## config.mk

```make
export PLATFORM = sky130hd
export DESIGN_NAME = alu_pipe_core
export DESIGN_NICKNAME = d
export VERILOG_FILES = /design/src/rtl/alu_pipe_core.sv
export SDC_FILE = /design/constraint.sdc
export NUM_CORES = 1
export LEC_CHECK = 0
export BUFFER_PORTS_ARGS = -buffer_cell sky130_fd_sc_hd__clkbuf_2
export CORE_AREA = 2 2 126 159
export DETAILED_ROUTE_END_ITERATION = 12
export DIE_AREA = 0 0 128 161
export PLACE_DENSITY_LB_ADDON = 0.12
export SETUP_SLACK_MARGIN = 0.2
export SLEW_MARGIN = 10
export SYNTH_ARGS = -nofsm -noshare
export SYNTH_HDL_FRONTEND = slang
export SYNTH_SLANG_ARGS = --single-unit
export TNS_END_PERCENT = 5
```

## constraint.sdc

```tcl
create_clock -name clk -period 4.32 [get_ports clk]
set_clock_uncertainty 0.1 [all_clocks]
set_input_delay 0.864 -clock clk [delete_from_list [all_inputs] [get_ports clk]]
set_output_delay 0.864 -clock clk [all_outputs]
set_load 0.02 [all_outputs]
```

## src/rtl/alu_pipe_core.sv

```systemverilog
// Two-stage pipelined ALU: decode register, then an execute stage with an
// iterative shift-add multiplier. Valid/ready handshakes on both sides.
module alu_pipe_core #(
   parameter int WIDTH = 8
) (
   input  logic             clk,
   input  logic             rst,
   input  logic             in_valid,
   output logic             in_ready,
   input  logic [3:0]       op_code,
   input  logic [WIDTH-1:0] a,
   input  logic [WIDTH-1:0] b,
   output logic             out_valid,
   input  logic             out_ready,
   output logic [WIDTH-1:0] alu_out,
   output logic             zero,
   output logic             carry,
   output logic             negative,
   output logic             overflow,
   output logic             busy
);

   localparam int SH_BITS = $clog2(WIDTH);
   localparam int CNT_W   = $clog2(WIDTH) + 1;
   localparam logic [CNT_W-1:0] CNT_LAST = CNT_W'(WIDTH - 1);
   localparam logic [CNT_W-1:0] CNT_FULL = CNT_W'(WIDTH);
   localparam logic [CNT_W-1:0] CNT_ONE  = CNT_W'(1);
   localparam logic [WIDTH-1:0] ONE_W    = {{(WIDTH-1){1'b0}}, 1'b1};

   typedef enum logic [3:0] {
      OP_ADD  = 4'd0,
      OP_SUB  = 4'd1,
      OP_AND  = 4'd2,
      OP_OR   = 4'd3,
      OP_XOR  = 4'd4,
      OP_NOT  = 4'd5,
      OP_SHL  = 4'd6,
      OP_SHR  = 4'd7,
      OP_SRA  = 4'd8,
      OP_ROL  = 4'd9,
      OP_ROR  = 4'd10,
      OP_CMP  = 4'd11,
      OP_INC  = 4'd12,
      OP_DEC  = 4'd13,
      OP_PASS = 4'd14,
      OP_MUL  = 4'd15
   } op_e;

   typedef enum logic {
      S_IDLE,
      S_MUL_BUSY
   } state_e;

   // Stage 1 registers
   logic             dec_valid_q, dec_valid_d;
   op_e              dec_op_q, dec_op_d;
   logic [WIDTH-1:0] dec_a_q, dec_a_d;
   logic [WIDTH-1:0] dec_b_q, dec_b_d;
   logic             dec_consumed;

   // Stage 2 registers
   state_e             state_q, state_d;
   logic [CNT_W-1:0]   cnt_q, cnt_d;
   logic [2*WIDTH-1:0] acc_q, acc_d;
   logic [2*WIDTH-1:0] mcand_q, mcand_d;
   logic [WIDTH-1:0]   mplier_q, mplier_d;
   logic               out_valid_q, out_valid_d;
   logic [WIDTH-1:0]   res_q, res_d;
   logic               zero_q, zero_d;
   logic               carry_q, carry_d;
   logic               neg_q, neg_d;
   logic               ovf_q, ovf_d;

   logic               out_free;
   logic               accept;

   // Combinational datapath
   logic [SH_BITS-1:0] sh;
   logic [WIDTH-1:0]   opnd_b;
   logic [WIDTH:0]     sum_ext;
   logic [WIDTH:0]     dif_ext;
   logic               add_v;
   logic               sub_v;
   logic [WIDTH:0]     shl_ext;
   logic [WIDTH:0]     shr_ext;
   logic [WIDTH:0]     sra_ext;
   logic [WIDTH-1:0]   rol_res;
   logic [WIDTH-1:0]   ror_res;
   logic [WIDTH-1:0]   alu_res;
   logic [WIDTH-1:0]   alu_basis;
   logic               alu_c;
   logic               alu_v;
   logic [2*WIDTH-1:0] acc_step;
   logic [2*WIDTH-1:0] final_prod;

   assign out_free = !out_valid_q || out_ready;
   assign in_ready = !dec_valid_q || dec_consumed;
   assign accept   = in_valid && in_ready;

   assign sh      = dec_b_q[SH_BITS-1:0];
   assign opnd_b  = (dec_op_q == OP_INC || dec_op_q == OP_DEC) ? ONE_W : dec_b_q;
   assign sum_ext = {1'b0, dec_a_q} + {1'b0, opnd_b};
   // Bit WIDTH of the zero-extended difference is the unsigned borrow.
   assign dif_ext = {1'b0, dec_a_q} - {1'b0, opnd_b};
   assign add_v   = (dec_a_q[WIDTH-1] == opnd_b[WIDTH-1]) &&
                    (sum_ext[WIDTH-1] != dec_a_q[WIDTH-1]);
   assign sub_v   = (dec_a_q[WIDTH-1] != opnd_b[WIDTH-1]) &&
                    (dif_ext[WIDTH-1] != dec_a_q[WIDTH-1]);
   // One guard bit on the exit side captures the last bit shifted out,
   // and is naturally 0 for a zero shift amount.
   assign shl_ext = {1'b0, dec_a_q} << sh;
   assign shr_ext = {dec_a_q, 1'b0} >> sh;
   assign sra_ext = $signed({dec_a_q, 1'b0}) >>> sh;
   assign rol_res = (dec_a_q << sh) | (dec_a_q >> (WIDTH - int'(sh)));
   assign ror_res = (dec_a_q >> sh) | (dec_a_q << (WIDTH - int'(sh)));

   assign acc_step   = mplier_q[0] ? (acc_q + mcand_q) : acc_q;
   assign final_prod = (cnt_q == CNT_FULL) ? acc_q : acc_step;

   // Single-cycle ALU result and flags for the op held in stage 1
   always_comb begin
      alu_res   = '0;
      alu_c     = 1'b0;
      alu_v     = 1'b0;
      case (dec_op_q)
         OP_ADD, OP_INC: begin
            alu_res = sum_ext[WIDTH-1:0];
            alu_c   = sum_ext[WIDTH];
            alu_v   = add_v;
         end
         OP_SUB, OP_DEC: begin
            alu_res = dif_ext[WIDTH-1:0];
            alu_c   = dif_ext[WIDTH];
            alu_v   = sub_v;
         end
         OP_CMP: begin
            alu_res = dec_a_q;
            alu_c   = dif_ext[WIDTH];
            alu_v   = sub_v;
         end
         OP_AND:  alu_res = dec_a_q & dec_b_q;
         OP_OR:   alu_res = dec_a_q | dec_b_q;
         OP_XOR:  alu_res = dec_a_q ^ dec_b_q;
         OP_NOT:  alu_res = ~dec_a_q;
         OP_SHL: begin
            alu_res = shl_ext[WIDTH-1:0];
            alu_c   = shl_ext[WIDTH];
         end
         OP_SHR: begin
            alu_res = shr_ext[WIDTH:1];
            alu_c   = shr_ext[0];
         end
         OP_SRA: begin
            alu_res = sra_ext[WIDTH:1];
            alu_c   = sra_ext[0];
         end
         OP_ROL:  alu_res = rol_res;
         OP_ROR:  alu_res = ror_res;
         OP_PASS: alu_res = dec_b_q;
         default: alu_res = '0;
      endcase
      alu_basis = (dec_op_q == OP_CMP) ? dif_ext[WIDTH-1:0] : alu_res;
   end

   // Stage 1 next state: consume to execute, then optionally refill
   always_comb begin
      dec_valid_d = dec_valid_q;
      dec_op_d    = dec_op_q;
      dec_a_d     = dec_a_q;
      dec_b_d     = dec_b_q;
      if (dec_consumed) begin
         dec_valid_d = 1'b0;
      end
      if (accept) begin
         dec_valid_d = 1'b1;
         dec_op_d    = op_e'(op_code);
         dec_a_d     = a;
         dec_b_d     = b;
      end
   end

   // Stage 1 decode register
   always_ff @(posedge clk) begin
      if (rst) begin
         dec_valid_q <= 1'b0;
         dec_op_q    <= OP_ADD;
         dec_a_q     <= '0;
         dec_b_q     <= '0;
      end else begin
         dec_valid_q <= dec_valid_d;
         dec_op_q    <= dec_op_d;
         dec_a_q     <= dec_a_d;
         dec_b_q     <= dec_b_d;
      end
   end

   // Execute FSM next state, multiplier iteration and result-register load
   always_comb begin
      state_d      = state_q;
      cnt_d        = cnt_q;
      acc_d        = acc_q;
      mcand_d      = mcand_q;
      mplier_d     = mplier_q;
      out_valid_d  = out_valid_q && !out_ready;
      res_d        = res_q;
      zero_d       = zero_q;
      carry_d      = carry_q;
      neg_d        = neg_q;
      ovf_d        = ovf_q;
      dec_consumed = 1'b0;
      case (state_q)
         S_IDLE: begin
            if (dec_valid_q) begin
               if (dec_op_q == OP_MUL) begin
                  acc_d        = '0;
                  mcand_d      = {{WIDTH{1'b0}}, dec_a_q};
                  mplier_d     = dec_b_q;
                  cnt_d        = '0;
                  state_d      = S_MUL_BUSY;
                  dec_consumed = 1'b1;
               end else if (out_free) begin
                  res_d        = alu_res;
                  zero_d       = (alu_basis == '0);
                  carry_d      = alu_c;
                  neg_d        = alu_basis[WIDTH-1];
                  ovf_d        = alu_v;
                  out_valid_d  = 1'b1;
                  dec_consumed = 1'b1;
               end
            end
         end
         S_MUL_BUSY: begin
            if (cnt_q != CNT_FULL) begin
               acc_d    = acc_step;
               mcand_d  = mcand_q << 1;
               mplier_d = mplier_q >> 1;
               cnt_d    = cnt_q + CNT_ONE;
            end
            // The final iteration and the result load share one edge when
            // the output is free; otherwise the counter parks at WIDTH and
            // the finished product waits in the accumulator.
            if ((cnt_q >= CNT_LAST) && out_free) begin
               res_d       = final_prod[WIDTH-1:0];
               zero_d      = (final_prod[WIDTH-1:0] == '0);
               carry_d     = |final_prod[2*WIDTH-1:WIDTH];
               neg_d       = final_prod[WIDTH-1];
               ovf_d       = 1'b0;
               out_valid_d = 1'b1;
               cnt_d       = '0;
               state_d     = S_IDLE;
            end
         end
         default: state_d = S_IDLE;
      endcase
   end

   // Execute-stage state, multiplier and output registers
   always_ff @(posedge clk) begin
      if (rst) begin
         state_q     <= S_IDLE;
         cnt_q       <= '0;
         acc_q       <= '0;
         mcand_q     <= '0;
         mplier_q    <= '0;
         out_valid_q <= 1'b0;
         res_q       <= '0;
         zero_q      <= 1'b0;
         carry_q     <= 1'b0;
         neg_q       <= 1'b0;
         ovf_q       <= 1'b0;
      end else begin
         state_q     <= state_d;
         cnt_q       <= cnt_d;
         acc_q       <= acc_d;
         mcand_q     <= mcand_d;
         mplier_q    <= mplier_d;
         out_valid_q <= out_valid_d;
         res_q       <= res_d;
         zero_q      <= zero_d;
         carry_q     <= carry_d;
         neg_q       <= neg_d;
         ovf_q       <= ovf_d;
      end
   end

   assign out_valid = out_valid_q;
   assign alu_out   = res_q;
   assign zero      = zero_q;
   assign carry     = carry_q;
   assign negative  = neg_q;
   assign overflow  = ovf_q;
   assign busy      = (state_q == S_MUL_BUSY);

endmodule

```

## Yosys cells after proc, flatten, opt, wreduce, memory -nomap -nowiden

Cells that the tools add are included.

| operators by class | value |
|---|---|
| $add $sub $neg | 5 |
| $mul | 0 |
| divide/modulo/power cells | 0 |
| magnitude comparators | 1 |
| equal/unequal tests | 28 |
| shift-type cells | 7 |
| mux-type cells | 64 |
| bitwise logic cells | 7 |
| reduce and logical (&&, ||, !) cells | 22 |

Operator list:

| cell | count |
|---|---|
| 16-bit two-way mux | 8 |
| 8-bit one-hot mux with 13 select lines | 1 |
| 8-bit two-way mux | 9 |
| 16-bit one-hot mux with 2 select lines | 2 |
| 4-bit == test, second input constant | 9 |
| 8-bit one-hot mux with 2 select lines | 2 |
| 8-bit by 32-bit << shifter with 8-bit output | 1 |
| 8-bit by 32-bit >> shifter with 8-bit output | 1 |
| 1-bit two-way mux | 29 |
| 8-bit OR | 3 |
| 16-bit adder | 1 |
| 4-bit by 3-bit == test with 1-bit output, second input constant | 4 |
| 8-bit logical NOT | 2 |
| 4-bit two-way mux | 4 |
| 1-bit one-hot mux with 2 select lines | 7 |
| 8-bit by 8-bit adder with 9-bit output | 1 |
| 8-bit by 3-bit << shifter with 9-bit output | 1 |
| 9-bit by 3-bit >> shifter with 9-bit output | 1 |
| 9-bit by 3-bit >>> shifter with 9-bit output | 1 |
| 8-bit by 8-bit subtractor with 9-bit output | 1 |
| 8-bit AND | 1 |
| 4-bit by 2-bit == test with 1-bit output, second input constant | 2 |
| 2-bit != test, second input constant | 4 |
| 8-bit inverter | 1 |
| other kinds (25) | 38 |

| storage, ports and cells | value |
|---|---|
| bits in registers | 79 |
| bits in latches | 0 |
| bits in writable memories | 0 |
| memory bits (read-only) | 0 |
| bits of input ports | 24 |
| output and inout port bits | 15 |
| logic and storage cells | 149 |
| memories | 0 |

## Depth between registers and ports, before layout

| logic depth | value |
|---|---|
| word-level depth | 11 |
| gate-level depth with buffers | 16 |
| gate-level depth less buffers | 14 |

## Worst setup path after synthesis

No wires, ideal clock.

| timing | value |
|---|---|
| kind | reg-to-reg |
| start point | register dec_b_q[1] |
| end point | register zero_q (netlist: zero) |
| setup time | 74 ps |
| arrival | 3244 ps |
| path slack | 902 ps |
| cell stages (with the launch flop) | 15 |
| buffers on the path | 3 |
| path through | dfxtp_1 > buf_2 > clkbuf_1 > clkbuf_1 > nand2_1 > inv_1 > fa_1 > mux2_2 > nor2_1 > o311ai_0 > a221oi_1 > nand4_1 > nor4_1 > nand4b_1 > a31oi_1 |

| between the ends | value |
|---|---|
| cells in the longest elaborated chain, start to end | 10 |
| elaborated cells between the ends (all ways) | 23 |
| classes of those cells | 3 x add/sub; 7 x shift; 7 x mux; 5 x bitwise; 1 x reduce/logical |

Ends and longest elaborated chain:

| element | line | RTL |
|---|---|---|
| start: declaration | 58 | `logic [WIDTH-1:0] dec_b_q, dec_b_d;` |
| start signal: assignment | 188 | `dec_b_q <= '0;` |
| start signal: assignment | 193 | `dec_b_q <= dec_b_d;` |
| 4-bit by 3-bit subtractor with 5-bit output | 114, 115 |  |
| 8-bit by 32-bit << shifter with 8-bit output or 8-bit by 32-bit >> shifter with 8-bit output (tied branches) | 115, 114 |  |
| 8-bit OR, on equally long branches | 115, 114 |  |
| 8-bit one-hot mux with 13 select lines | 125 | `case (dec_op_q)` |
| 8-bit two-way mux * | 162 | `alu_basis = (dec_op_q == OP_CMP) ? dif_ext[WIDTH-1:0] : alu_res;` |
| 8-bit logical NOT * | 223 | `zero_d = (alu_basis == '0);` |
| 1-bit two-way mux * | 221 | `end else if (out_free) begin` |
| 1-bit two-way mux * | 214 | `if (dec_op_q == OP_MUL) begin` |
| 1-bit two-way mux * | 213 | `if (dec_valid_q) begin` |
| 1-bit one-hot mux with 2 select lines * | 211 | `case (state_q)` |
| end signal: assignment | 279 | `zero_q <= zero_d;` |
| end: declaration | 69 | `logic zero_q, zero_d;` |

Every way passes the cells marked *; elsewhere a longest branch is shown, timed or not. The select of a mux whose other input is x is not followed.
A chain may end at the register's enable or synchronous reset.

## Worst setup path after layout

| timing | value |
|---|---|
| start point | register dec_op_q[2] |
| end point | register zero_q (netlist: zero) |

| between the ends | value |
|---|---|
| cells in the longest elaborated chain, start to end | 11 |
| elaborated cells between the ends (all ways) | 31 |
| classes of those cells | 2 x add/sub; 16 x eq/ne; 7 x mux; 6 x reduce/logical |

Ends and longest elaborated chain:

| element | line | RTL |
|---|---|---|
| start: declaration | 56 | `op_e dec_op_q, dec_op_d;` |
| start signal: assignment | 191 | `dec_op_q <= dec_op_d;` |
| 4-bit == test | 101, 125 |  |
| 1-bit logical OR | 101 | `assign opnd_b = (dec_op_q == OP_INC \|\| dec_op_q == OP_DEC) ? ONE_W : dec_b_q;` |
| 8-bit two-way mux | 101 |  |
| 8-bit by 8-bit subtractor with 9-bit output or 8-bit by 8-bit adder with 9-bit output (tied branches) | 104, 102 |  |
| 8-bit one-hot mux with 13 select lines | 125 |  |
| 8-bit two-way mux | 162 |  |
| 8-bit logical NOT | 223 |  |
| 1-bit two-way mux | 221 |  |
| 1-bit two-way mux | 214 |  |
| 1-bit two-way mux | 213 |  |
| 1-bit one-hot mux with 2 select lines | 211 |  |

Several ways; a longest one is shown, not always the timed one. The select of a mux whose other input is x is not followed.

==> results by group <==
Placed design
  – Placed Cells: 1,215
  – DP HPWL: a little over 20 mm
  – Port Buffers: 38
  – Pre-CTS setup slack: between 0.7 and 0.8 ns
  – RePlAce Congestion: ~0.96

Clock network
  – Inserted Clock Buffers: 9
  – # clock sinks: 79
  – Post-CTS Hold Buffers: 0
  – Worst-Skew Late Latency: 0.34 ns
  – Postcts setup bufs: 0
  – CTS Root Cell: clkbuf_16
  – Max Root-Sink Buffers: 2
  – H-Tree Depth: 3
  – Cts repair resizes: 0
  – Clock transition at the registers of the reported paths: around 0.060 ns
  – CTS tree: done

Routing
  – Starting DRT DRC Count: between 700 and 800
  – Uppermost layer routed: met4
  – DRC: 0
  – Routed Antenna Nets: 0
  – DR WL/cell: 21.9 um
  – DR vias/cell: 6.22
  – Metal2 WL: roughly 13 mm
  – DR WL met3: between 1 and 1.5 mm
  – Via count: 7,655
  – M1 WL: 11.0 mm
  – First-pass iteration count of the detailed router: 7
  – Final wirelength: 26.9 mm

Synth
  – Syn nets: 1,065
  – Post-synth EDFFs: 0
  – Syn Area/Cell: approximately 7.6 sq um
  – Top FF cell, synth: dfxtp_1
  – YS warnings: 0
  – Async SR Flop Fraction: 0%
  – Mapped Area: about 7500 sq um
  – Register area share after synthesis: 21.1%
  – Cells after Synth: 985
  – Synth Register Bits: 79
  – Post-synthesis cell type count: roughly 80

Worst setup path
  – Slowest CP cell: a2111oi_0
  – FF-to-FF Start: dec_op_q[2]
  – Setup slack, reg-to-reg: 0.64 ns
  – CP Class: flop to flop
  – Max incr delay on CP: 0.62 ns
  – Startpoint class of the critical path: flop
  – Most used cell, CP: nand2_1
  – CP bufs+invs: 2
  – Cells on worst reg2reg path: 15
  – Worst Setup End Kind: flop
  – Levels on crit path: 15
  – Cell Chain, Critical Path: nor2b_1, buf_4, nand2_1, nand2_1, ha_1, inv_1, fa_1, xnor2_1, o32a_1, o31ai_1, a2111oi_0, nand3b_1, nor4_1, nand4b_1, a31oi_1
  – Crit-path max FO: 9
  – Worst EP arrival: 3.84 ns
  – Req. time, crit path: 4.49 ns
  – RR Endpoint: zero
  – Cell family with most CP delay: simple AND/OR/NAND/NOR gates

Timing
  – Slew headroom: 39.2%
  – Worst slew pin tran: around 0.91 ns
  – Setup TNS: 0 ns
  – Period utilization: 85.1%
  – Final Max Tran Viols: 0
  – Final hold slack: around 0.4 ns
  – Achievable Freq: 272 MHz
  – RSZ-0062 raised after global routing: no
  – Fin worst setup slack: 0.643 ns
  – Minimum clock period: 3.68 ns
  – Final hold vios: 0
  – Final setup viols: 0

Outcome
  – Status: finished, final reports clean

Final layout
  – Reg area: 1580 sq um
  – Commonest non-fill, non-tap cell in the layout: nand2_1
  – Ant diodes: 0
  – Commonest cells after routing, fill and taps aside: 113 x nand2_1, 103 x nor2_1, 79 x dfxtp_1
  – Fin nets: roughly 1,100
  – P&R area growth vs syn: 9.18%
  – Layout cell share with drive strength beyond 1: 11.9%
  – Fillers: 2,020
  – Multi-input logic area: between 5000 and 6000 sq um
  – Finished Layout Cells: roughly 1,200

Die
  – I/O pin total: 39
  – DIE AREA: 20,600 sq um
  – DIE HEIGHT: 161 um
  – Core box area: 19,100 sq um
  – Rows: 57
  – Die Wd: 128 um
  – Initial core utilization: 39.3%

Global routing
  – Vias in the first global route: about 7,300
  – Gr usage total: 26.2%
  – Pin count of the biggest net entering global routing: 45
  – Initial antenna violation count: 0
  – First-pass GRT wire length: around 42 mm
  – Global route overflow: 0

Min path
  – HP Start: acc_q[13]
  – Worst Hold End: acc_q[13]
  – Hold Path Class: flop to flop
  – Hold Path Depth: 2

Power
  – Final Total Pwr: 0.00210 W
  – Leak Pwr: about 3.2 nW
  – Peak supply drop: roughly 0.18 mV
  – PD cells: 256 nW/um^2

Job
  – Max-cap violations: 0
==> registers in the layout, indices dropped and copies added, names as in the netlist <==
signal and flops:
dec_valid_q 1, zero 1, alu_out 8, mplier_q 8, out_valid 1, mcand_q 16, cnt_q 4, dec_op_q 4
carry 1, dec_a_q 8, acc_q 16, busy 1, negative 1, overflow 1, dec_b_q 8
==> report_power, final <==
part / total, W / internal, W / switching, W
Clock: 0.000767 / 0.000446 / 0.000322
Combinational: 0.000552 / 0.000204 / 0.000348
Sequential: 0.000782 / 0.000747 / 0.0000348
==> how the worst max path moves through the flow <==
stage	startpoint	to	slack, ns
2_1_floorplan	dec_b_q[1]	zero	0.90
3_3_place_gp	dec_op_q[2]	zero	0.71
3_5_place_dp	dec_op_q[2]	zero	0.73
4_1_cts	dec_op_q[2]	zero	0.70
5_1_grt	dec_op_q[2]	zero	0.30
6_report	dec_op_q[2]	zero	0.64
==> through the flow <==
| stage | cell area (sq um) | utilization (%) |
|---|---|---|
| CTS | 8200 | 42.9 |
| finish | 8200 | 42.9 |
| detailed placement | 7910 | 41.4 |
| floorplan | 7510 | - |
| global route | 8200 | 42.9 |
| global placement | 7910 | 41.4 |
==> routing by layer <==
metal	up-vias	global-route usage (%)
met5	-	0
met1	3642	31.2
met4	0	14.7
li1	3648	-
met3	79	4.04
met2	286	44.6
==> worst register-to-register path, delay by kind of cell, from the launching register on <==
kind | cells | cell delay, ns
adder cells (fa/ha/maj) | 2 | 0.56
AND/OR/NAND/NOR | 6 | 1.07
buffers and inverters | 2 | 0.23
XOR/XNOR | 1 | 0.30
flip-flops | 1 | 0.32
AO/OA/AOI/OAI | 4 | 1.02
==> area by class of cell <==
type | instances | area share [%]
clock buffer | 10 | 2.79
clock inverter | 5 | 0.717
inverter | 44 | 2.01
multi-input combinational | 788 | 66.4
sequential | 79 | 19.3
tap | 236 | 3.60
timing repair buffer | 68 | 5.22
==> cell families after synthesis <==
group / count (synthesis) / synth area share [%]
AO/OA/AOI/OAI: 286 / 26.6
flip-flops: 79 / 21.1
adder cells (fa/ha/maj): 56 / 9.63
XOR/XNOR: 31 / 3.86
AND/OR/NAND/NOR: 356 / 22.8
buffers and inverters: 118 / 6.48
multiplexers: 59 / 9.56
==> Yosys cell counts (all sizes together) (6+ instances only) <==
library cell / n / area, sq um
ha: 53 / 663
nand3b: 7 / 52.6
nand3: 23 / 115
nor3: 24 / 125
xnor2: 19 / 166
nand2: 113 / 424
dfxtp: 79 / 1580
inv: 41 / 154
nor2b: 16 / 100
nor2: 103 / 387
clkbuf: 51 / 191
o22ai: 11 / 68.8
o31ai: 9 / 67.6
or3: 6 / 37.5
nand4: 10 / 62.6
xor2: 12 / 124
a21oi: 65 / 325
o211ai: 13 / 97.6
mux2i: 35 / 350
buf: 23 / 130
mux4: 8 / 184
nand2b: 12 / 75.1
a21o: 7 / 52.6
o21ai: 32 / 160
mux2: 16 / 184
a311oi: 6 / 52.6
a22oi: 26 / 195
a2111oi: 7 / 80.1
a31oi: 18 / 113
a221oi: 11 / 96.3
a22o: 6 / 52.6
a211oi: 22 / 165
and3: 7 / 43.8
No activity file was read; power rests on OpenSTA's default activity.
